### src/rtl/d_strobe_tx_pkg.sv
// -----------------------------------------------------------------------------
// d_strobe_tx_pkg
//
// Shared definitions for the D-latch strobe transmitter:
//   dst_state_t : FSM state encoding for d_strobe_tx.
//   dst_cnt_w() : width of the phase down-counter, which must be able to hold
//                 the largest of the three phase lengths.
// -----------------------------------------------------------------------------
package d_strobe_tx_pkg;

    // S_ prefix keeps the state names from colliding with the SETUP/HOLD
    // length parameters of the top module.
    typedef enum logic [1:0] {
        S_IDLE   = 2'd0,
        S_SETUP  = 2'd1,
        S_STROBE = 2'd2,
        S_HOLD   = 2'd3
    } dst_state_t;

    function automatic int dst_cnt_w(input int setup, input int pulse, input int hold);
        int m;
        m = setup;
        if (pulse > m) m = pulse;
        if (hold > m)  m = hold;
        return $clog2(m + 1);
    endfunction

endpackage

### src/rtl/d_strobe_tx_phase_timer.sv
// -----------------------------------------------------------------------------
// d_strobe_tx_phase_timer
//
// Loadable down-counter shared by the SETUP, STROBE and HOLD phases.
// Loading a value N makes the owning phase last exactly N cycles: the
// counter holds N in the first cycle of the phase and 'expired' is high in
// the last one (count == 1), so the FSM leaves the phase on that edge.
//
// Ports:
//   clk       in   clock, rising edge
//   rst_n     in   asynchronous active-low reset, clears the count to 0
//   load      in   load load_val on the next edge (has priority over counting)
//   load_val  in   phase length in cycles, >= 1
//   expired   out  high during the final cycle of the loaded phase
// -----------------------------------------------------------------------------
module d_strobe_tx_phase_timer
    import d_strobe_tx_pkg::*;
#(
    parameter int CNT_W = 2
) (
    input  logic             clk,
    input  logic             rst_n,
    input  logic             load,
    input  logic [CNT_W-1:0] load_val,
    output logic             expired
);

    logic [CNT_W-1:0] cnt;

    // Stops at zero so the counter idles quietly between words.
    always_ff @(posedge clk or negedge rst_n) begin
        if (!rst_n) begin
            cnt <= '0;
        end else if (load) begin
            cnt <= load_val;
        end else if (cnt != '0) begin
            cnt <= cnt - CNT_W'(1);
        end
    end

    assign expired = (cnt == CNT_W'(1));

endmodule

### src/rtl/d_strobe_tx.sv
// -----------------------------------------------------------------------------
// d_strobe_tx
//
// Transmit driver for a level-sensitive D-latch capture stage. A word taken
// over a valid/ready handshake is serialised LSB-first on d_out. Every bit is
// framed as SETUP cycles of data with en_out low, PULSE cycles with en_out
// high, and HOLD cycles of data with en_out low again, so the receiving latch
// always sees setup and hold margin around its enable.
//
// Parameters:
//   WIDTH  bits per word (>= 1)
//   SETUP  cycles d_out is stable before en_out rises (>= 1)
//   PULSE  cycles en_out is high per bit (>= 1)
//   HOLD   cycles d_out is held after en_out falls (>= 1)
//
// Ports:
//   clk       in   clock, rising edge
//   rst_n     in   asynchronous active-low reset; aborts any word in flight
//   in_data   in   word to send, sampled only when accepted
//   in_valid  in   producer has a word
//   in_ready  out  high exactly in IDLE (combinational from state)
//   d_out     out  serial data to the latch D input (registered)
//   en_out    out  latch enable strobe (registered, glitch-free)
//   busy      out  high in every non-IDLE state (registered)
// -----------------------------------------------------------------------------
module d_strobe_tx
    import d_strobe_tx_pkg::*;
#(
    parameter int WIDTH = 8,
    parameter int SETUP = 1,
    parameter int PULSE = 2,
    parameter int HOLD  = 1
) (
    input  logic             clk,
    input  logic             rst_n,
    input  logic [WIDTH-1:0] in_data,
    input  logic             in_valid,
    output logic             in_ready,
    output logic             d_out,
    output logic             en_out,
    output logic             busy
);

    localparam int CNT_W = dst_cnt_w(SETUP, PULSE, HOLD);
    localparam int IDX_W = (WIDTH > 1) ? $clog2(WIDTH) : 1;

    localparam logic [IDX_W-1:0] LAST_IDX = IDX_W'(WIDTH - 1);
    localparam logic [CNT_W-1:0] LD_SETUP = CNT_W'(SETUP);
    localparam logic [CNT_W-1:0] LD_PULSE = CNT_W'(PULSE);
    localparam logic [CNT_W-1:0] LD_HOLD  = CNT_W'(HOLD);

    dst_state_t       state;
    dst_state_t       state_nxt;
    logic             d_nxt;
    logic             en_nxt;
    logic             busy_nxt;
    logic [IDX_W-1:0] idx;
    logic [IDX_W-1:0] idx_nxt;

    // shift_q holds the bits not yet driven onto d_out; bit 0 is the next one.
    logic [WIDTH-1:0] shift_q;
    logic             shift_load;
    logic             shift_adv;

    logic             tmr_load;
    logic [CNT_W-1:0] tmr_val;
    logic             tmr_expired;

    d_strobe_tx_phase_timer #(
        .CNT_W (CNT_W)
    ) u_phase_timer (
        .clk      (clk),
        .rst_n    (rst_n),
        .load     (tmr_load),
        .load_val (tmr_val),
        .expired  (tmr_expired)
    );

    assign in_ready = (state == S_IDLE);

    // Next-state and next-output logic. d_nxt only moves on the IDLE->SETUP
    // and HOLD->SETUP transitions, where en_out is low both before and after
    // the edge, so data never changes while the latch is transparent or on
    // an enable transition.
    always_comb begin
        state_nxt  = state;
        d_nxt      = d_out;
        en_nxt     = en_out;
        busy_nxt   = busy;
        idx_nxt    = idx;
        shift_load = 1'b0;
        shift_adv  = 1'b0;
        tmr_load   = 1'b0;
        tmr_val    = '0;

        case (state)
            S_IDLE: begin
                if (in_valid) begin
                    state_nxt  = S_SETUP;
                    d_nxt      = in_data[0];
                    en_nxt     = 1'b0;
                    busy_nxt   = 1'b1;
                    idx_nxt    = '0;
                    shift_load = 1'b1;
                    tmr_load   = 1'b1;
                    tmr_val    = LD_SETUP;
                end
            end

            S_SETUP: begin
                if (tmr_expired) begin
                    state_nxt = S_STROBE;
                    en_nxt    = 1'b1;
                    tmr_load  = 1'b1;
                    tmr_val   = LD_PULSE;
                end
            end

            S_STROBE: begin
                if (tmr_expired) begin
                    state_nxt = S_HOLD;
                    en_nxt    = 1'b0;
                    tmr_load  = 1'b1;
                    tmr_val   = LD_HOLD;
                end
            end

            S_HOLD: begin
                if (tmr_expired) begin
                    if (idx == LAST_IDX) begin
                        state_nxt = S_IDLE;
                        busy_nxt  = 1'b0;
                    end else begin
                        state_nxt = S_SETUP;
                        d_nxt     = shift_q[0];
                        idx_nxt   = idx + IDX_W'(1);
                        shift_adv = 1'b1;
                        tmr_load  = 1'b1;
                        tmr_val   = LD_SETUP;
                    end
                end
            end

            default: begin
                state_nxt = S_IDLE;
                en_nxt    = 1'b0;
                busy_nxt  = 1'b0;
            end
        endcase
    end

    // Control and output registers. Reset takes effect immediately, dropping
    // en_out mid-strobe rather than letting the pulse run to completion.
    always_ff @(posedge clk or negedge rst_n) begin
        if (!rst_n) begin
            state  <= S_IDLE;
            d_out  <= 1'b0;
            en_out <= 1'b0;
            busy   <= 1'b0;
            idx    <= '0;
        end else begin
            state  <= state_nxt;
            d_out  <= d_nxt;
            en_out <= en_nxt;
            busy   <= busy_nxt;
            idx    <= idx_nxt;
        end
    end

    // Data path: bit 0 of the word goes straight to d_out on acceptance, so
    // the register keeps only the remaining bits.
    always_ff @(posedge clk) begin
        if (shift_load) begin
            shift_q <= in_data >> 1;
        end else if (shift_adv) begin
            shift_q <= shift_q >> 1;
        end
    end

endmodule

### config.mk
export PLATFORM = sky130hd
export DESIGN_NAME = d_strobe_tx
export DESIGN_NICKNAME = d
export VERILOG_FILES = /design/src/rtl/d_strobe_tx_pkg.sv /design/src/rtl/d_strobe_tx_phase_timer.sv /design/src/rtl/d_strobe_tx.sv
export SDC_FILE = /design/constraint.sdc
export NUM_CORES = 1
export LEC_CHECK = 0
export ABC_AREA = 1
export CORE_MARGIN = 2
export CORE_UTILIZATION = 30
export CTS_CLUSTER_DIAMETER = 30
export DETAILED_ROUTE_END_ITERATION = 10
export DONT_BUFFER_PORTS = 1
export GPL_TIMING_DRIVEN = 0
export SYNTH_ARGS = -nofsm -noshare
export SYNTH_HDL_FRONTEND = slang
export SYNTH_SLANG_ARGS = --single-unit
### constraint.sdc
create_clock -name clk -period 3.2 [get_ports clk]
set_clock_uncertainty 0.15 [all_clocks]
set_input_delay 0.48 -clock clk [delete_from_list [all_inputs] [get_ports clk]]
set_output_delay 0.48 -clock clk [all_outputs]
set_load 0.02 [all_outputs]
==> flow_summary.toml <==
[floorplan]
pin_count = 15
rows = 20
dieArea_um2 = 3663
core-area_um2 = 3053
dieWidth_um = 60.52
initial_utilization_pct = 31.39
die_h_um = 60.52

[pwr]
ir_worst_vdd_mv = 0.2506
p_per_area_nw_per_um2 = 324.6
pwr-share-seq_pct = 66.1
pwr-share-clk_pct = 32.8
pwr-share-comb_pct = 1.1
internal_power_uw = 272.8
power_switching_uw = 68.28
total_leakage_power_nw = 0.4465
switching_share_pct = 20.02

[sta]
period_share_pct = 65.31
max_slew_margin_pct = 66.60
tightest_slew_ns = 0.4993
setup_viol = 0
tns_ns = 0
finalHoldViolCount = 0
rsz0062_at_grt = "false"
slew_viol_final = 0
fmaxAchievable_mhz = 478.5
finalCriticalPeriod_ns = 2.090

[clocking]
insertion_delay_ns = 0.28
cts_made_buffers = 3
cts-htree-levels = 1
cts_buffer_depth = 2
cts.sinks = 17
clockRootBuffer = "clkbuf_4"
clk_pin_slew_ns = 0.10
post_cts_buffers = 0
cts_tree = "done"

[route]
vias = 628
drt-vias-per-instance = 4.301
wire_per_inst_um = 10.53
drt-initial-drc-count = 7
wl_met1_um = 746
wl_um = 1537
drtPass1Iterations = 4
route.detailed.drc = 0
ant_nets = 0
wl_met2_um = 707
dr_wl_met3_um = 83
highest_layer = "met3"

[global_route]
track_usage_pct = 9.786
grt_overflow = 0
grt_max_degree = 11
grt_antenna_before_repair = 0
grt_pass1_vias = 643
grt_pass1_wl_um = 2684

[placed_design]
gp_congestion = 0.8088
numPortBuffers = 0
dpl.hpwl_um = 1175

[worst_hold_path]
min_path_type = "in -> reg"

[setup_path]
cpMaxStageDelayCell = "ha_1"
start_kind = "flip-flop"
critPathKind = "reg -> reg"
path_max_fanout = 10
slowest_delay_ns = 0.47
worst-endpoint-arrival_ns = 1.91
cp-end-kind = "flip-flop"
critPathRequiredTime_ns = 3.02
path_cells = "inv_1 > ha_1 > nand2_2 > nand2_1"

[yosys]
post-synth-top-area-cell = "dfrtp_1"
yosysWarnings = 0
synth_common_cells = "nand2_1 (24), inv_1 (12), dfrtp_1 (10)"
synthDistinctLibCells = 20
syn_area_um2 = 958.4
yosys_most_used_dff = "dfrtp_1"
ys_seq_area_share_pct = 48.04
syn_avg_cell_area_um2 = 9.881
synth_top_area_share_pct = 26.11
synthArstFlopShare_pct = 58.82
synth_edf_count = 7
syn_inst = 97
synth.most_common_cell = "nand2_1"
synth_seq_cells = 17
synth_nets = 116
ys_top_cells_by_area = "dfrtp_1 (26%), edfxtp_1 (22%), ha_1 (10%)"

[finish]
drive_gt1_share_pct = 18.63
fin_nets = 122
seqCellArea_um2 = 460.4
diodes = 0
finish.utilization_pct = 34.43
syn2layout_area_growth_pct = 9.661
multi_input_area_um2 = 441.7
nFillCells = 326

[run]
maxCapViolCount = 0

[run_status]
status = "completed"
## worst max-delay path: cells and delay by family, from the launching register on
kind | cells | cell delay [ns]
simple gates | 2 | 0.58
fa+ha+maj | 1 | 0.47
flops | 1 | 0.42
buf+inv | 1 | 0.15
## logic make-up (layout without fill, tap and decap cells)
kind of cell    count (synthesis)  count (layout)  synth area share (%)
simple gates                   35              35                 15.53
compound gates                 17              17                 12.01
flops                          17              17                 48.04
buf+inv                        13              18                 5.874
fa+ha+maj                       8               8                 10.44
mux                             7               7                 8.094
## registers in the layout, summed over array words and instances, names as in the netlist
name               count
idx                    3
en_out                 1
u_phase_timer.cnt      2
d_out                  1
state                  2
shift_q                7
busy                   1
## area by class of cell
class | instances | share of cell area [%]
well taps | 44 | 5.238
multi-input cells | 67 | 42.02
repair buffers | 1 | 0.9524
flip-flops and latches | 17 | 43.81
inverters | 12 | 4.286
clock inverters | 1 | 0.4762
plain buffers | 1 | 1.071
clock buffers | 3 | 2.143
## power by group through the flow
| stage | logic (mW) | clock network (mW) | registers (mW) |
|---|---|---|---|
| after floorplan | 0.000356 | 0 | 0.230 |
| after global placement | 0.000371 | 0 | 0.230 |
| after detailed placement | 0.000454 | 0 | 0.230 |
| after CTS | 0.00420 | 0.120 | 0.225 |
| after global routing | 0.00460 | 0.136 | 0.226 |
| final | 0.00387 | 0.112 | 0.225 |
## final timing paths
check / from / endpoint / slack, ns / depth (start not counted)
max: state[0] / shift_q[5] / 1.11 / 4
min: in_data[0] / d_out / 0.25 / 2
max reg2reg: state[0] / shift_q[5] / 1.11 / 4
min reg2reg: idx[2] / idx[2] / 0.35 / 2
max in group asynchronous: rst_n / u_phase_timer.cnt[1] / 2.13 / 1
min in group asynchronous: rst_n / busy / 0.44 / 1
## placed cells by master, fill, tap and decap left out, drive strengths merged
| cell | instances |
|---|---|
| o21ai | 10 |
| ha | 8 |
| mux2 | 6 |
| o211ai | 2 |
| edfxtp | 7 |
| nor2 | 3 |
| nand2 | 26 |
| clkbuf | 3 |
| a21oi | 5 |
| clkinv | 1 |
| mux2i | 1 |
| inv | 12 |
| nand3 | 3 |
| or2 | 2 |
| dlygate4sd3 | 1 |
| nor3 | 1 |
| dfrtp | 10 |
| buf | 1 |
## stage by stage
stage | setup slack (ns) | hold WS, ns | cells | power (mW) | area, um2
6_report | 1.110 | 0.2499 | 146 | 0.3411 | 1051
4_1_cts | 1.067 | 0.2431 | 146 | 0.3497 | 1051
3_5_place_dp | 1.081 | 0.03491 | 141 | 0.2305 | 1013
5_1_grt | 0.9424 | 0.2312 | 146 | 0.3664 | 1051
3_3_place_gp | 1.151 | 0.03486 | 141 | 0.2304 | 1013
2_1_floorplan | 1.364 | 0.03441 | 97 | 0.2304 | 958.4
## routing by layer
| metal | track usage [%] | vias to the layer above |
|---|---|---|
| met1 | 12.92 | 279 |
| met2 | 15.84 | 14 |
| met4 | 3.727 | 0 |
| met3 | 2.132 | 0 |
| met5 | 0 | - |
| li1 | - | 335 |
## repair_timing
item / 4_1_cts / 5_1_grt
endpoints found under the setup margin: 0 / 0
endpoints found under the hold margin: 10 / 0
hold buffers: 1 / 0
resized for setup: 0 / 0
(Power assumes the default switching activity.)
